$ cat config.mk
export PLATFORM = sky130hd
export DESIGN_NAME = resource_arbiter
export DESIGN_NICKNAME = d
export VERILOG_FILES = /design/src/rtl/resource_arbiter.sv
export SDC_FILE = /design/constraint.sdc
export NUM_CORES = 1
export LEC_CHECK = 0
export CAP_MARGIN = 25
export CORE_MARGIN = 2
export CORE_UTILIZATION = 38
export CTS_BUF_LIST = sky130_fd_sc_hd__clkbuf_16
export DETAILED_ROUTE_END_ITERATION = 10
export HOLD_SLACK_MARGIN = 0.1
export PLACE_DENSITY_LB_ADDON = 0.12
export SLEW_MARGIN = 20
export SYNTH_ARGS = -nofsm -noshare
export SYNTH_HDL_FRONTEND = slang
export SYNTH_SLANG_ARGS = --single-unit
export TNS_END_PERCENT = 100
$ cat constraint.sdc
create_clock -name clk -period 1.75 [get_ports clk]
set_input_delay 0.35 -clock clk [delete_from_list [all_inputs] [get_ports clk]]
set_output_delay 0.35 -clock clk [all_outputs]
set_load 0.02 [all_outputs]
$ cat src/rtl/resource_arbiter.sv
// Round-robin arbiter sharing one combinational resource between NUM_REQ pipelines.
// Optional macro ARB_QUANTUM_EN limits an owner to QUANTUM consecutive grant cycles under contention.
module resource_arbiter #(
  parameter int unsigned NUM_REQ = 4,
  parameter int unsigned WIDTH   = 32,
  parameter int unsigned QUANTUM = 8
) (
  input  logic                     clk,
  input  logic                     reset,
  input  logic [NUM_REQ-1:0]       req,
  input  logic [NUM_REQ*WIDTH-1:0] req_data,
  input  logic                     flush,
  output logic [NUM_REQ-1:0]       grant,
  output logic [WIDTH-1:0]         res_in,
  output logic                     res_in_valid,
  input  logic [WIDTH-1:0]         res_out,
  output logic [WIDTH-1:0]         rsp_data,
  output logic [NUM_REQ-1:0]       rsp_valid,
  output logic                     busy
);

  localparam int unsigned IDX_W = (NUM_REQ > 1) ? $clog2(NUM_REQ) : 1;

  typedef enum logic {IDLE, GRANT} state_t;

  state_t               state, state_next;
  logic [NUM_REQ-1:0]   grant_next;
  logic [IDX_W-1:0]     last_owner, last_owner_next;
  logic [IDX_W-1:0]     tag;
  logic [NUM_REQ-1:0]   others;
  logic                 xfer;

`ifdef ARB_QUANTUM_EN
  localparam int unsigned CNT_W = $clog2(QUANTUM + 1);
  logic [CNT_W-1:0] qcnt, qcnt_next;
`endif

  // First set bit of mask at or after index start, wrapping modulo NUM_REQ.
  function automatic logic [IDX_W-1:0] rr_pick(input logic [NUM_REQ-1:0] mask,
                                               input int unsigned start);
    logic found;
    int unsigned idx;
    rr_pick = '0;
    found   = 1'b0;
    for (int unsigned i = 0; i < NUM_REQ; i++) begin
      idx = (start + i) % NUM_REQ;
      if (!found && mask[idx]) begin
        rr_pick = IDX_W'(idx);
        found   = 1'b1;
      end
    end
  endfunction

  function automatic logic [NUM_REQ-1:0] onehot(input logic [IDX_W-1:0] idx);
    onehot      = '0;
    onehot[idx] = 1'b1;
  endfunction

  assign others = req & ~grant;
  assign xfer   = |(grant & req);

  always_comb begin
    logic [IDX_W-1:0] pick;
    state_next      = state;
    grant_next      = grant;
    last_owner_next = last_owner;
    pick            = '0;
`ifdef ARB_QUANTUM_EN
    qcnt_next       = qcnt;
`endif
    case (state)
      IDLE: begin
        if (|req) begin
          pick            = rr_pick(req, int'(last_owner) + 1);
          grant_next      = onehot(pick);
          last_owner_next = pick;
          state_next      = GRANT;
`ifdef ARB_QUANTUM_EN
          qcnt_next       = '0;
`endif
        end
      end
      GRANT: begin
        if (req[last_owner]) begin
`ifdef ARB_QUANTUM_EN
          if (qcnt == CNT_W'(QUANTUM - 1) && (|others)) begin
            pick            = rr_pick(others, int'(last_owner) + 1);
            grant_next      = onehot(pick);
            last_owner_next = pick;
            qcnt_next       = '0;
          end else if (qcnt < CNT_W'(QUANTUM - 1)) begin
            qcnt_next = qcnt + 1'b1;
          end
`endif
        end else if (|others) begin
          // Direct hand-off; last_owner is always the current owner while in GRANT.
          pick            = rr_pick(others, int'(last_owner) + 1);
          grant_next      = onehot(pick);
          last_owner_next = pick;
`ifdef ARB_QUANTUM_EN
          qcnt_next       = '0;
`endif
        end else begin
          grant_next = '0;
          state_next = IDLE;
        end
      end
      default: begin
        grant_next = '0;
        state_next = IDLE;
      end
    endcase
  end

  always_ff @(posedge clk) begin
    if (!reset) begin
      state        <= IDLE;
      grant        <= '0;
      last_owner   <= IDX_W'(NUM_REQ - 1);
      tag          <= '0;
      res_in       <= '0;
      res_in_valid <= 1'b0;
      rsp_data     <= '0;
      rsp_valid    <= '0;
`ifdef ARB_QUANTUM_EN
      qcnt         <= '0;
`endif
    end else if (flush) begin
      state        <= IDLE;
      grant        <= '0;
      res_in_valid <= 1'b0;
      rsp_valid    <= '0;
`ifdef ARB_QUANTUM_EN
      qcnt         <= '0;
`endif
    end else begin
      state      <= state_next;
      grant      <= grant_next;
      last_owner <= last_owner_next;
`ifdef ARB_QUANTUM_EN
      qcnt       <= qcnt_next;
`endif
      res_in_valid <= xfer;
      if (xfer) begin
        res_in <= req_data[int'(last_owner)*WIDTH +: WIDTH];
        tag    <= last_owner;
      end
      if (res_in_valid) begin
        rsp_data  <= res_out;
        rsp_valid <= onehot(tag);
      end else begin
        rsp_valid <= '0;
      end
    end
  end

  assign busy = (|grant) | res_in_valid | (|rsp_valid);

endmodule

[After elaboration in Yosys (flattened, before gate mapping)]
Index checks and enable logic that the tools add are counted.
Storage, ports and cells
  register bits: 78
  bits in latches: 0
  RAM bits: 0
  bits in read-only memories: 0
  input bits: 167
  output and inout port bits: 74
  word-level logic and storage cells: 132
  memories: 0
Operators by class
  add/subtract/negate cells: 4
  $mul: 0
  div/mod/pow operators: 0
  magnitude comparators: 11
  equality and inequality tests: 3
  shift operators: 1
  multiplexer cells: 70
  bitwise logic cells: 9
  reduce and logical (&&, ||, !) cells: 26
Operator list (count)
  128-bit by 8-bit variable part select with 32-bit output: 1
  1-bit 2-to-1 mux: 36
  2-bit 2-to-1 mux: 16
  2-bit by 3-bit less-than comparator with 1-bit output (second input constant): 8
  4-bit OR reduction: 5
  1-bit binary-select mux with 2-bit select: 9
  4-bit 2-to-1 mux: 3
  1-bit logical AND: 9
  4-bit AND: 2
  4-bit one-hot mux with 2 select lines: 1
  1-bit demux with 2-bit select: 3
  2-bit by 1-bit >= comparator with 1-bit output (second input constant): 3
  1-bit logical NOT: 6
  2-bit AND reduction: 3
  2-bit by 1-bit adder with 2-bit output (second input constant): 2
  2-bit adder (second input constant): 2
  2-bit != test (second input constant): 2
  1-bit NOT: 4
  4-bit NOT: 1
  2-bit one-hot mux with 2 select lines: 1
  4-bit AND reduction: 1
  3-bit OR reduction: 1
  2-bit by 1-bit != test with 1-bit output (second input constant): 1
  1-bit OR: 2
  2 further kinds: 2

[Longest topological paths before layout]
Gate-level depths: netlist (run 1).
  depth after elaboration: 33
  mapped depth: 7
  mapped depth without buffers: 6

[Least setup slack after synthesis (run 1)]
OpenSTA, ideal clock, no wires.
  path kind: register to register
  from: reg grant[0]
  to: reg grant[2]
  arrival time: 1432 ps
  required time: 1623 ps
  setup slack: 191 ps
  stages on the path, launching flop included: 7
  path buffers: 0
  path through: dfxtp_1 and2b_4 o2111a_1 a41oi_2 o211ai_2 a22oi_1 a21oi_1
Between the ends
  word-level cells in the longest chain between the ends: 33
RTL lines
  start, declared: line 13  | output logic [NUM_REQ-1:0] grant,
  start signal, assigned: line 138  | grant <= grant_next;
  4-bit NOT *: line 59  | assign others = req & ~grant;
  4-bit AND *: line 59
  1-bit binary-select mux with 2-bit select: line 47  | if (!found && mask[idx]) begin
  1-bit 2-to-1 mux (not written as such): line 47
  1-bit 2-to-1 mux: line 47
  1-bit 2-to-1 mux: line 95  | end else if (|others) begin
  1-bit 2-to-1 mux: line 84  | if (req[last_owner]) begin
  1-bit 2-to-1 mux: line 71  | case (state)
  [... 17 more ...]
  2-bit 2-to-1 mux: line 71
  2-bit by 3-bit less-than comparator with 1-bit output (not written as such) or 2-bit by 1-bit >= comparator with 1-bit output (tied branches): line 56  | onehot[idx] = 1'b1;
  1-bit logical AND (not written as such): line 56
  1-bit 2-to-1 mux (not written as such): line 56
  1-bit demux with 2-bit select: line 56
  4-bit 2-to-1 mux *: line 95
  4-bit 2-to-1 mux *: line 84
  4-bit one-hot mux with 2 select lines *: line 71
Mark *: on every way between the ends. The rest lies on a longest branch, timed or not. The select of a mux whose other input is x is not followed.
A chain may end at the register's enable or synchronous reset.

[Worst setup path after layout (run 1)]
  from: reg grant[3]
  to: out busy
Between the ends
  word-level cells in the longest chain between the ends: 3
RTL lines
  4-bit OR reduction: line 157  | assign busy = (|grant) | res_in_valid | (|rsp_valid);
  1-bit OR (2 in a row): line 157
  end, declared: line 19  | output logic busy
No other way between the ends.

==> results of run 1 <==
==> cell usage after synthesis (2+ instances only) <==
cell and n:
nand2b_1 7, and2b_1 2, nor3b_1 4, mux2i_1 3
mux4_2 32, o21ai_0 10, inv_1 3, buf_4 9
and2b_4 2, nor2b_1 4, nand3_1 2, a21o_1 3
buf_2 8, a21oi_1 9, nand2_1 139, a31oi_1 2
nor2_1 7, nor3_1 5, a22oi_1 3, dfxtp_1 78
clkbuf_1 15, a21boi_0 66
==> logic make-up (layout without fill, tap and decap cells) <==
group	after synthesis	after routing
AND/OR/NAND/NOR	183	183
AO/OA/AOI/OAI	103	103
flip-flops	78	78
buffers and inverters	37	294
multiplexers	35	35
==> timing repair <==
action | CTS | global route
pin swaps | 0 | 3
gates resized for setup | 10 | 14
endpoints found under the setup margin | 6 | 11
hold buffers | 0 | 0
==> flip-flops by register name (all words and copies together), names as in the netlist <==
name / cells
grant: 4
res_in: 32
rsp_valid: 4
last_owner: 2
rsp_data: 32
state: 1
res_in_valid: 1
tag: 2
==> layout make-up <==
type	count	share of cell area
multi-input cells	321	0.331
well taps	136	0.0238
inverters	4	0.00210
clock buffers	9	0.0315
flip-flops and latches	78	0.219
clock inverters	7	0.00788
repair buffers	274	0.385
==> layer usage <==
metal,wire length [µm],share of wire,GRT usage
met2,7040,0.52,0.440
met4,318,0.023,0.0971
met5,0,0,0
met1,5170,0.38,0.262
met3,1030,0.076,0.0599
==> metrics by stage <==
step / utilization / power (mW) / area, µm² / setup TNS (ns)
final: 0.689 / 5.05 / 7150 / 0
after global routing: 0.689 / 5.28 / 7150 / -0.00243
after CTS: 0.686 / 5.09 / 7110 / 0
after detailed placement: 0.658 / 3.32 / 6820 / -9.23
after global placement: 0.658 / 3.30 / 6820 / -7.07
after floorplan: - / 2.60 / 4070 / 0
==> how the worst min path moves through the flow <==
stage                                    end  slack (ns)
finish              rsp_data[9]$_SDFFE_PN0P_        0.37
global route        rsp_data[7]$_SDFFE_PN0P_        0.39
CTS                 rsp_data[9]$_SDFFE_PN0P_        0.36
detailed placement    res_in[3]$_SDFFE_PN0P_        0.46
global placement      res_in[0]$_SDFFE_PN0P_        0.45
floorplan            rsp_valid[0]$_SDFF_PP0_        0.45
==> power groups by stage <==
stage / Combinational (mW) / Clock [mW] / Sequential, mW
after floorplan: 0.606 / 0 / 1.99
after global placement: 1.36 / 0 / 1.94
after detailed placement: 1.38 / 0 / 1.94
after CTS: 1.38 / 1.80 / 1.90
after global routing: 1.48 / 1.88 / 1.91
final: 1.38 / 1.76 / 1.90
==> results.yml, run 1 <==
yosys:
  yosys.area_share.simple: 0.202
  yosys.area_share.xor_xnor: 0
  syn_inst: 436
  synth_top_family_by_area: "simple AND/OR/NAND/NOR gates"
  avgSynthCellArea_um2: 9.33
  synth_cell_types: 45
  ys_ff_latch: 78
  synth_enable_flop_cells: 0
  synthAdderAreaFrac: 0
  netlist.area_leader.share: 0.384
  syn_area_um2: 4070
  ys_seq_area_frac: 0.384
  synth_area_leaders: "dfxtp_1 (38%), mux4_2 (18%), nand2_1 (13%), a21boi_0 (12%), buf_4 (1.7%)"
  synthArstFlopShare: 0
  yosysWarnings: 0
  synthMuxAreaShare: 0.185
  synth_top_cell_by_area: "dfxtp_1"
  ys.flop_type: "dfxtp_1"
  synth_compound_area_frac: 0.184
  syn-num-nets: 603
final_layout:
  ff_latch_area_um2: 1570
  mostFrequentLayoutCell: "clkdlybuf4s50_1"
  antenna_cells: 0
  most-common-layout-cells: "clkdlybuf4s50_1 (229), nand2_1 (139), dfxtp_1 (74)"
  drive_above_1_share: 0.157
  layout.cells.non_filler: 829
  num-fill-cells: 838
  multi_input_area_um2: 2360
  layout.nets: 855
  area_delta_synth_final_pct: 75.8
placed_design:
  hpwlAfterDp_um: 10600
  dp.cells: 813
  gp_congestion: 0.851
  portBuffers: 240
  pre_cts_ws_ns: -0.331
critical_path:
  cp_num_cells: 3
  cp.arrival_ns: 1.35
  crit_required_ns: 1.40
  reg2reg_from: "grant[3]$_SDFFE_PP0P_"
  cp_num_buf_inv: 1
  startpoint: "grant[3]$_SDFFE_PP0P_"
  path_cells: "nor4_2 -> nand3_1 -> clkdlybuf4s15_2"
  timing.rr.end: "last_owner[0]$_SDFFE_PN1P_"
  worst_path_largest_cell_delay_ns: 0.33
  cp-start-kind: "register"
  crit_slowest_cell: "dfxtp_2"
  critPathCaptureType: "primary output"
  cp_max_fo: 2
  crit_path_end: "busy"
  worst-r2r-cell-count: 7
  crit_type: "register to primary output"
  cp_top_family: "simple AND/OR/NAND/NOR gates"
  r2r_slack_ns: 0.08
worst_hold_path:
  min_path_type: "input pin to register"
  hold_depth: 2
  min-delay-start: "reset"
routing:
  via_per_inst: 5.05
  drt-total-wl_um: 13500
  drc_errors: 0
  drtAntennaViolNets: 0
  drt_iter0_markers: 161
  vias: 4188
  wl_per_cell_um: 16.3
  drtPass1Iterations: 5
global_routing:
  grt_overflow: 0
  grt_start_max_net_pins: 46
  grt_pass1_vias: 4446
  grt_use_total: 0.240
  antenna_found_initial: 0
  grt_pass1_wl_um: 21500
clock_network:
  cts.reportedPaths.clkPinSlew_ns: 0.06
  numCtsBuffers: 9
  clock-sinks: 78
  cts_tree: "built"
  max-clock-path-buffers: 2
  clk_latency_ns: 0.33
  root_buffer: "clkbuf_16"
  h-tree-depth: 3
  postCtsSetupBuffers: 0
timing:
  drv_slew: 0
  setup_viol: 0
  hold_violations: 0
  fmax_mhz: 589
  hold-worst-slack_ns: 0.371
  fin_crit_sh: 0.969
  clock_skew_ns: 0.00864
  worst_pin_slew_ns: 0.437
  fin_ws_ns: 0.0535
  period_minus_slack_ns: 1.70
  worst_slew_margin_rel: 0.708
run_status:
  status: "complete, no violations"
floorplanning:
  dieHeight_um: 107
  start_util: 0.392
  die_area_um2: 11500
  die_width_um: 107
  ios: 241
  std_cell_rows: 37
  core_area_um2: 10400
pwr:
  power_density_nw_per_um2: 706
  cellInternalPower_mw: 3.67
  pwr-share-seq: 0.377
  switching_share: 0.274
  ir_drop_uv: 414
  power.switching_mw: 1.38
  power_leakage_nw: 2.58
  p_clk_frac: 0.348
  p_comb_frac: 0.274
run:
  cap_violations: 0
(Power assumes the default switching activity.)
==> run 2, diff against run 1 <==
--- a/config.mk
+++ b/config.mk
@@ -5,7 +5,8 @@
 export SDC_FILE = /design/constraint.sdc
 export NUM_CORES = 1
 export LEC_CHECK = 0
-export CAP_MARGIN = 25
+export ABC_CLOCK_PERIOD_IN_PS = 1750
+export CAP_MARGIN = 20
 export CORE_MARGIN = 2
 export CORE_UTILIZATION = 38
 export CTS_BUF_LIST = sky130_fd_sc_hd__clkbuf_16
==> results of run 2 <==
Same layout as run 1: the final DEF is identical, and so are final timing and power.
